<file path="src/rtl/load_store_unit.sv">
// Load/store unit for the 8-bit core: one memory access per command.
// Captures the pointer pair, store byte and register selects on start.
// Runs a req/ack bus transaction, then pulses the write-back strobes.
// Ports: clk/reset (sync, active-high); start/op_store/ptr_sel/rd_sel/
//   ptr_pair/st_data/post_inc command inputs; mem_* data-memory bus;
//   rf_* register-file write-back and post-increment; busy/done/err.
// Option: define LSU_TIMEOUT_EN to abort REQ after TIMEOUT cycles with err.
module load_store_unit #(
    parameter int ADDR_W  = 16,
    parameter int DATA_W  = 8,
    parameter int TIMEOUT = 255
) (
    input  logic              clk,
    input  logic              reset,
    input  logic              start,
    input  logic              op_store,
    input  logic [3:0]        ptr_sel,
    input  logic [3:0]        rd_sel,
    input  logic [ADDR_W-1:0] ptr_pair,
    input  logic [DATA_W-1:0] st_data,
    input  logic [8:0]        post_inc,
    output logic              mem_req,
    output logic              mem_we,
    output logic [ADDR_W-1:0] mem_addr,
    output logic [DATA_W-1:0] mem_wdata,
    input  logic              mem_ack,
    input  logic [DATA_W-1:0] mem_rdata,
    output logic [DATA_W-1:0] rf_din,
    output logic              rf_write_en,
    output logic [3:0]        rf_a_select,
    output logic              rf_add,
    output logic [3:0]        rf_b_select,
    output logic [8:0]        rf_constant,
    output logic              busy,
    output logic              done,
    output logic              err
);

    if (TIMEOUT < 1 || TIMEOUT > 255) begin : g_bad_timeout
        $error("load_store_unit: TIMEOUT must fit the 8-bit counter");
    end

    typedef enum logic [1:0] {
        IDLE = 2'd0,
        REQ  = 2'd1,
        WB   = 2'd2
    } state_t;

    state_t state_q, state_d;

    logic              op_q, op_d;
    logic [ADDR_W-1:0] addr_q, addr_d;
    logic [DATA_W-1:0] wdata_q, wdata_d;
    logic [3:0]        rd_q, rd_d;
    logic [3:0]        ptr_q, ptr_d;
    logic [8:0]        inc_q, inc_d;
    logic [DATA_W-1:0] rdata_q, rdata_d;

    logic req_q, req_d;
    logic we_q, we_d;
    logic wen_q, wen_d;
    logic add_q, add_d;
    logic busy_q, busy_d;
    logic done_q, done_d;

    logic timed_out;
    logic hazard;
    logic wb_go;

`ifdef LSU_TIMEOUT_EN
    logic [7:0] cnt_q, cnt_d;
    logic       err_q, err_d;
`endif

    always_comb begin
        state_d   = state_q;
        op_d      = op_q;
        addr_d    = addr_q;
        wdata_d   = wdata_q;
        rd_d      = rd_q;
        ptr_d     = ptr_q;
        inc_d     = inc_q;
        rdata_d   = rdata_q;
        timed_out = 1'b0;
`ifdef LSU_TIMEOUT_EN
        cnt_d     = cnt_q;
        err_d     = err_q;
`endif
        case (state_q)
            IDLE: begin
                if (start) begin
                    op_d    = op_store;
                    addr_d  = ptr_pair;
                    wdata_d = st_data;
                    rd_d    = rd_sel;
                    ptr_d   = ptr_sel;
                    inc_d   = post_inc;
                    state_d = REQ;
`ifdef LSU_TIMEOUT_EN
                    cnt_d   = 8'd0;
                    err_d   = 1'b0;
`endif
                end
            end
            REQ: begin
                if (mem_ack) begin
                    rdata_d = mem_rdata;
                    state_d = WB;
                end
`ifdef LSU_TIMEOUT_EN
                else if (cnt_q == 8'(TIMEOUT - 1)) begin
                    state_d   = WB;
                    timed_out = 1'b1;
                    err_d     = 1'b1;
                end else begin
                    cnt_d = cnt_q + 8'd1;
                end
`endif
            end
            WB:      state_d = IDLE;
            default: state_d = IDLE;
        endcase

        // A load into either half of the pointer pair beats the increment.
        hazard = !op_q && (rd_q[3:1] == ptr_q[3:1]);
        wb_go  = (state_q == REQ) && (state_d == WB) && !timed_out;

        req_d  = (state_d == REQ);
        we_d   = (state_d == REQ) && op_d;
        busy_d = (state_d != IDLE);
        done_d = (state_d == WB);
        wen_d  = wb_go && !op_q;
        add_d  = wb_go && (inc_q != 9'd0) && !hazard;
    end

    always_ff @(posedge clk) begin
        if (reset) begin
            state_q <= IDLE;
            op_q    <= 1'b0;
            addr_q  <= '0;
            wdata_q <= '0;
            rd_q    <= 4'd0;
            ptr_q   <= 4'd0;
            inc_q   <= 9'd0;
            rdata_q <= '0;
            req_q   <= 1'b0;
            we_q    <= 1'b0;
            wen_q   <= 1'b0;
            add_q   <= 1'b0;
            busy_q  <= 1'b0;
            done_q  <= 1'b0;
`ifdef LSU_TIMEOUT_EN
            cnt_q   <= 8'd0;
            err_q   <= 1'b0;
`endif
        end else begin
            state_q <= state_d;
            op_q    <= op_d;
            addr_q  <= addr_d;
            wdata_q <= wdata_d;
            rd_q    <= rd_d;
            ptr_q   <= ptr_d;
            inc_q   <= inc_d;
            rdata_q <= rdata_d;
            req_q   <= req_d;
            we_q    <= we_d;
            wen_q   <= wen_d;
            add_q   <= add_d;
            busy_q  <= busy_d;
            done_q  <= done_d;
`ifdef LSU_TIMEOUT_EN
            cnt_q   <= cnt_d;
            err_q   <= err_d;
`endif
        end
    end

    assign mem_req     = req_q;
    assign mem_we      = we_q;
    assign mem_addr    = addr_q;
    assign mem_wdata   = wdata_q;
    assign rf_din      = rdata_q;
    assign rf_write_en = wen_q;
    assign rf_a_select = rd_q;
    assign rf_add      = add_q;
    assign rf_b_select = ptr_q & 4'b1110;
    assign rf_constant = inc_q;
    assign busy        = busy_q;
    assign done        = done_q;

`ifdef LSU_TIMEOUT_EN
    assign err = err_q;
`else
    assign err = 1'b0;
`endif

endmodule
</file>
<file path="config.mk">
export PLATFORM = sky130hd
export DESIGN_NAME = load_store_unit
export DESIGN_NICKNAME = d
export VERILOG_FILES = /design/src/rtl/load_store_unit.sv
export SDC_FILE = /design/constraint.sdc
export NUM_CORES = 1
export LEC_CHECK = 0
export BUFFER_PORTS_ARGS = -buffer_cell sky130_fd_sc_hd__buf_2
export CORE_UTILIZATION = 44
export DETAILED_ROUTE_END_ITERATION = 10
export PLACE_DENSITY_LB_ADDON = 0.05
export SLEW_MARGIN = 5
export SYNTH_ARGS = -nofsm -noshare
export SYNTH_HDL_FRONTEND = slang
export SYNTH_SLANG_ARGS = --single-unit
</file>
<file path="constraint.sdc">
create_clock -name clk -period 1.4 [get_ports clk]
set_input_delay 0.07 -clock clk [delete_from_list [all_inputs] [get_ports clk]]
set_output_delay 0.07 -clock clk [all_outputs]
set_load 0.02 [all_outputs]
</file>
==> run metrics, run 1 <==
All-Layer GR Usage=23.3%; R2R setup slack=120 ps; proportion of synthesized chip area in sequential cells=56.0%; setup violation total in the final timing report=0; per-cell routed wire length=12.3 um; sum of net half-perimeters after detailed placement=3060 um; Placer Congestion=0.685; remaining design rule violation count=2; total chip power=3770 uW; final-report hold violation count=0; type of origin of the critical path=register; CTS H-Tree Depth=3; post-CTS sizing=0; WHS Endpoint=mem_req; instance count of the mapped netlist=236; remaining number of nets flagged by the antenna check after routing=0; Clock Sink Count=57; Layout Nets=446; initial DRC count=97; cell row count=24; post-synthesis cell type with the largest combined area=sky130_fd_sc_hd__dfxtp_1; peak per-stage delay on the critical path=410 ps; insertion delay of the later-clocked pin in the worst-skew pair=340 ps; Seq cells post-synth=57; antenna violations before repair=0; Util after Layout=73.4%; top fanout value on the critical path=22; leading cell type in the layout, fill and taps excluded=sky130_fd_sc_hd__buf_2; Core Footprint=4410 um2; final number of max-transition violations=0; via count normalized by instance count=4.59; CP Capture Type=register; synthesis-to-finish area growth=58.9%; slowest CP cell=sky130_fd_sc_hd__or3b_1; type of the most critical hold path=input port to register; run status=complete, but fails checks; via count of the first global-routing pass=1978; total wirelength of the detailed-routed design=5520 um; final cycle utilization of the critical path=91.7%; number of port buffers=106; instance count along the most critical hold path=3; Distinct cells, synth=24; share of cells above drive strength 1=32.2%; first-pass GRT wire length=8740 um; number of buffers added by the clock tree synthesis step=9; Die Span Y=70.1 um; Worst Setup SP=state_q[0]; worst supply voltage drop on vdd=640 uV; worst-case hold slack=51.7 ps; total number of vias=2060; diodes inserted=0; HP Start=start; required time of the worst setup path=1610 ps; die extent in x=70.1 um; Ys Warns=0; reported leakage power=0.00163 uW; Max Freq=0.779 GHz; commonest cells after routing, fill and taps aside=106 x sky130_fd_sc_hd__buf_2, 80 x sky130_fd_sc_hd__nand2_1, 57 x sky130_fd_sc_hd__dfxtp_1; length of the first detailed-routing pass in iterations=7; depth of the worst register-to-register path=4; Reg clk slew, reported paths=70 ps; cell breakdown of the critical path=or3b_1 -> buf_4 -> nand2_1 -> a21oi_1; number of max-cap violations=0; Yosys top cell area share=56.0%; post-synthesis average cell area=8.64 um2; Clock Skews=7.52 ps; I/O pin count=110; Die Footprint=4910 um2; failing checks=design-rule violations; post-CTS setup repair buffer count=0; leading post-synthesis cells by cell area=sky130_fd_sc_hd__dfxtp_1 56%, sky130_fd_sc_hd__nand2_1 15%, sky130_fd_sc_hd__a21oi_1 9.8%, sky130_fd_sc_hd__mux2i_1 4.4%, sky130_fd_sc_hd__buf_4 2.2%; Pwr per Cell Area=1170 nW/um2; TNS Setup=0 ps; hold bufs inserted after CTS=49; minimum clock period after layout=1280 ps; unrepaired setup endpoints after global routing=no; TritonCTS clock tree=yes; Initial Utilization=46.2%; data arrival time at the worst-slack endpoint=1500 ps; worst r2r src=state_q[0]; pin count of the biggest net entering global routing=29; clock root buffer=sky130_fd_sc_hd__clkbuf_8; overflow left after global routing=0; Longest Clk Path Bufs=2; cell area after technology mapping=2040 um2; RR Endpoint=rf_a_select[3]; Worst Path Class, Setup=register to register
==> stage by stage <==
| step | std cells | worst slack [ps] | area [um2] |
|---|---|---|---|
| floorplan | 237 | 185 | 2040 |
| global placement | 384 | 143 | 2570 |
| detailed placement | 384 | 136 | 2570 |
| CTS | 449 | 115 | 3240 |
| global route | 449 | 7.12 | 3240 |
| finish | 449 | 116 | 3240 |
==> layout make-up <==
class                      count  area, um2
sequential                    57       1140
timing repair buffer         162       1070
clock inverter                 3       15.0
clock buffer                  13        159
tap                           52       65.1
fill                         343       1180
inverter                       2       7.51
multi-input combinational    160        777
==> cell usage after synthesis, drive strengths merged <==
cell type  count
nand2         80
dfxtp         57
a21oi         40
buf           12
nor2          11
mux2i          9
clkbuf         6
nand2b         3
xor2           3
a21boi         2
inv            2
nor3           2
a211oi         1
conb           1
nand3          1
nand3b         1
nor2b          1
nor3b          1
nor4           1
or3b           1
or4            1
==> routing by layer <==
layer / track usage, % / part of all wire [%]
met4: 14.0 / 2.3
met3: 5.92 / 5.5
met1: 24.8 / 41
met2: 41.1 / 51
met5: 0 / 0
==> how the worst max path moves through the flow <==
stage / endpoint / slack, ps / cells after the start
floorplan: rf_add / 180 / 3
global placement: rf_a_select[2] / 140 / 4
detailed placement: rf_constant[4] / 140 / 4
CTS: ptr_q[1] / 120 / 4
global route: rf_a_select[2] / 7 / 4
finish: rf_a_select[3] / 120 / 4
==> power by group <==
group / total [uW] / switching (uW) / internal [uW]
registers: 1770 / 53.6 / 1720
logic: 652 / 353 / 299
clock network: 1350 / 619 / 730
total: 3770 / 1030 / 2750
==> worst max-delay path: cells and delay by family (launching register included) <==
| kind | cells | cell delay [ps] |
|---|---|---|
| buffers and inverters | 1 | 230 |
| AO/OA/AOI/OAI | 1 | 60 |
| AND/OR/NAND/NOR | 2 | 500 |
| flip-flops | 1 | 370 |
==> logic make-up after synthesis <==
logic type | after synthesis | share of synthesized area, %
AO/OA/AOI/OAI | 43 | 10.9
XOR/XNOR | 3 | 1.29
buffers and inverters | 20 | 6.38
flip-flops | 57 | 56.0
multiplexers | 9 | 4.42
other | 1 | 0.184
AND/OR/NAND/NOR | 103 | 20.8
==> state kept, by name, summed over array words and instances, names as in the netlist <==
name         flops
mem_wdata        8
rf_din           8
op_q             1
rf_constant      9
mem_we           1
state_q          2
rf_a_select      4
ptr_q            3
done             1
rf_write_en      1
mem_addr        16
mem_req          1
rf_add           1
busy             1
Note: power is estimated with default switching activity, not from simulation.
==> run 2: changes to the inputs <==
--- a/config.mk
+++ b/config.mk
@@ -6,8 +6,10 @@
 export NUM_CORES = 1
 export LEC_CHECK = 0
 export BUFFER_PORTS_ARGS = -buffer_cell sky130_fd_sc_hd__buf_2
+export CAP_MARGIN = 20
 export CORE_UTILIZATION = 44
 export DETAILED_ROUTE_END_ITERATION = 10
+export MAX_ROUTING_LAYER = met4
 export PLACE_DENSITY_LB_ADDON = 0.05
 export SLEW_MARGIN = 5
 export SYNTH_ARGS = -nofsm -noshare
==> run metrics, run 2 (synthesis gave the netlist of run 1 again) <==
instance area after placement=2570 um2 (unchanged); internal power component=2750 uW (about the same); Worst Path Class, Setup=register to register (unchanged); I/O pin count=110 (unchanged); antenna violations before repair=0 (unchanged); type of origin of the critical path=register (unchanged); number of flip-flops in the largest register=16 (unchanged); peak per-stage delay on the critical path=410 ps (about the same); power share of the clock group=35.7% (about the same); post-CTS sizing=0 (unchanged); run status=complete, but fails checks (unchanged); leading cell type in the layout, fill and taps excluded=sky130_fd_sc_hd__buf_2 (unchanged); Max Freq=0.778 GHz (was 0.779 GHz); cell row count=24 (unchanged); total wirelength of the detailed-routed design=5520 um (about the same); insertion delay of the later-clocked pin in the worst-skew pair=330 ps (was 340 ps); required time of the worst setup path=1610 ps (about the same); Reg clk slew, reported paths=70 ps (about the same); reported leakage power=0.00163 uW (unchanged); sequential power share=47.0% (about the same); sum of net half-perimeters after detailed placement=3060 um (unchanged); Clock Skews=7.37 ps (was 7.52 ps); final-report hold violation count=0 (unchanged); CTS H-Tree Depth=3 (unchanged); Initial Utilization=46.2% (unchanged); overflow left after global routing=0 (unchanged); Core Footprint=4410 um2 (unchanged); share of cells above drive strength 1=32.2% (unchanged); synthesis-to-finish area growth=58.9% (unchanged); minimum clock period after layout=1290 ps (was 1280 ps); type of the most critical hold path=input port to register (unchanged); number of buffers added by the clock tree synthesis step=9 (unchanged); first-pass GRT wire length=8750 um (was 8740 um); per-cell routed wire length=12.3 um (about the same); Die Footprint=4910 um2 (unchanged); length of the first detailed-routing pass in iterations=7 (unchanged); final number of max-transition violations=0 (unchanged); Layout Nets=446 (unchanged); total number of vias=2057 (was 2060); final instance area=3240 um2 (unchanged); switching power summed over all nets=1020 uW (was 1030 uW); initial DRC count=99 (was 97); Placed Instances=384 (unchanged); Die Span Y=70.1 um (unchanged); TNS Setup=0 ps (unchanged); cell breakdown of the critical path=or3b_1 -> buf_4 -> nand2_1 -> a21oi_1 (unchanged); via count normalized by instance count=4.58 (was 4.59); diodes inserted=0 (unchanged); Combinational Power Share=17.3% (about the same); commonest cells after routing, fill and taps aside=106 x sky130_fd_sc_hd__buf_2, 80 x sky130_fd_sc_hd__nand2_1, 57 x sky130_fd_sc_hd__dfxtp_1 (unchanged); via count of the first global-routing pass=1978 (unchanged); Clock Sink Count=57 (unchanged); pin count of the biggest net entering global routing=29 (unchanged); data arrival time at the worst-slack endpoint=1500 ps (about the same); final cycle utilization of the critical path=91.8% (was 91.7%); number of max-cap violations=0 (unchanged); top fanout value on the critical path=22 (unchanged); TritonCTS clock tree=yes (unchanged); CP Capture Type=register (unchanged); setup violation total in the final timing report=0 (unchanged); failing checks=design-rule violations (unchanged); remaining design rule violation count=2 (unchanged); worst supply voltage drop on vdd=640 uV (about the same); Pwr per Cell Area=1160 nW/um2 (was 1170 nW/um2); unrepaired setup endpoints after global routing=no (unchanged); non-filler cells in the finished layout=449 (unchanged); switching share of power=27.1% (was 27.2%); die extent in x=70.1 um (unchanged); slowest CP cell=sky130_fd_sc_hd__or3b_1 (unchanged); remaining number of nets flagged by the antenna check after routing=0 (unchanged); Longest Clk Path Bufs=2 (unchanged); clock root buffer=sky130_fd_sc_hd__clkbuf_8 (unchanged); number of port buffers=106 (unchanged); All-Layer GR Usage=24.0% (was 23.3%); Placer Congestion=0.692 (was 0.685)
==> run 2: cell type report <==
| cell class | count | area [um2] |
|---|---|---|
| Fill cell | 343 | 1180 |
| Sequential cell | 57 | 1140 |
| Timing Repair Buffer | 162 | 1070 |
| Multi-Input combinational cell | 160 | 777 |
| Clock buffer | 13 | 159 |
| Tap cell | 52 | 65.1 |
| Clock inverter | 3 | 15.0 |
| Inverter | 2 | 7.51 |
==> run 2: repair_timing <==
item / 4_1_cts / 5_1_grt
setup endpoints to repair: 0 / 0
endpoints found under the hold margin: 49 / 0
hold buffers: 49 / 0
buffers inserted: 0 / 0
==> run 2: critical path, delay by kind of cell (launching register included) <==
family	cells	cell delay (ps)
AOI/OAI and AO/OA	1	60
DFF	1	370
and+or+nand+nor	2	510
buffers and inverters	1	230
==> run 2: routing by layer <==
layer | global-route usage [%] | up-vias | part of all wire (%)
li1 | - | 1066 | -
met5 | - | - | 0
met1 | 25.5 | 907 | 42
met4 | 14.0 | 0 | 2.3
met3 | 4.91 | 11 | 4.8
met2 | 41.1 | 73 | 51
==> run 2: through the flow <==
stage | setup slack (ps) | total power [uW] | util (%) | hold slack (ps)
6_report | 115 | 3770 | 73.4 | 53.3
5_1_grt | 7.12 | 3940 | 73.4 | 73.9
4_1_cts | 115 | 3810 | 73.4 | 49.8
3_5_place_dp | 136 | 2350 | 58.3 | 309
3_3_place_gp | 143 | 2340 | 58.3 | 297
2_1_floorplan | 185 | 2160 | - | 206
==> run 2: final timing paths <==
check / start / to / slack [ps] / depth (start not counted)
setup reg to reg: state_q[0] / rf_a_select[3] / 110 / 4
hold reg to reg: mem_addr[2] / mem_addr[2] / 450 / 2
hold / removal: start / mem_req / 50 / 3
setup / recovery: state_q[0] / rf_a_select[3] / 110 / 4
==> run 2: power groups by stage <==
stage / clock (uW) / sequential [uW] / combinational [uW]
CTS: 1390 / 1770 / 648
finish: 1350 / 1770 / 653
global route: 1440 / 1780 / 714
detailed placement: 0 / 1810 / 541
global placement: 0 / 1800 / 538
floorplan: 0 / 1920 / 242
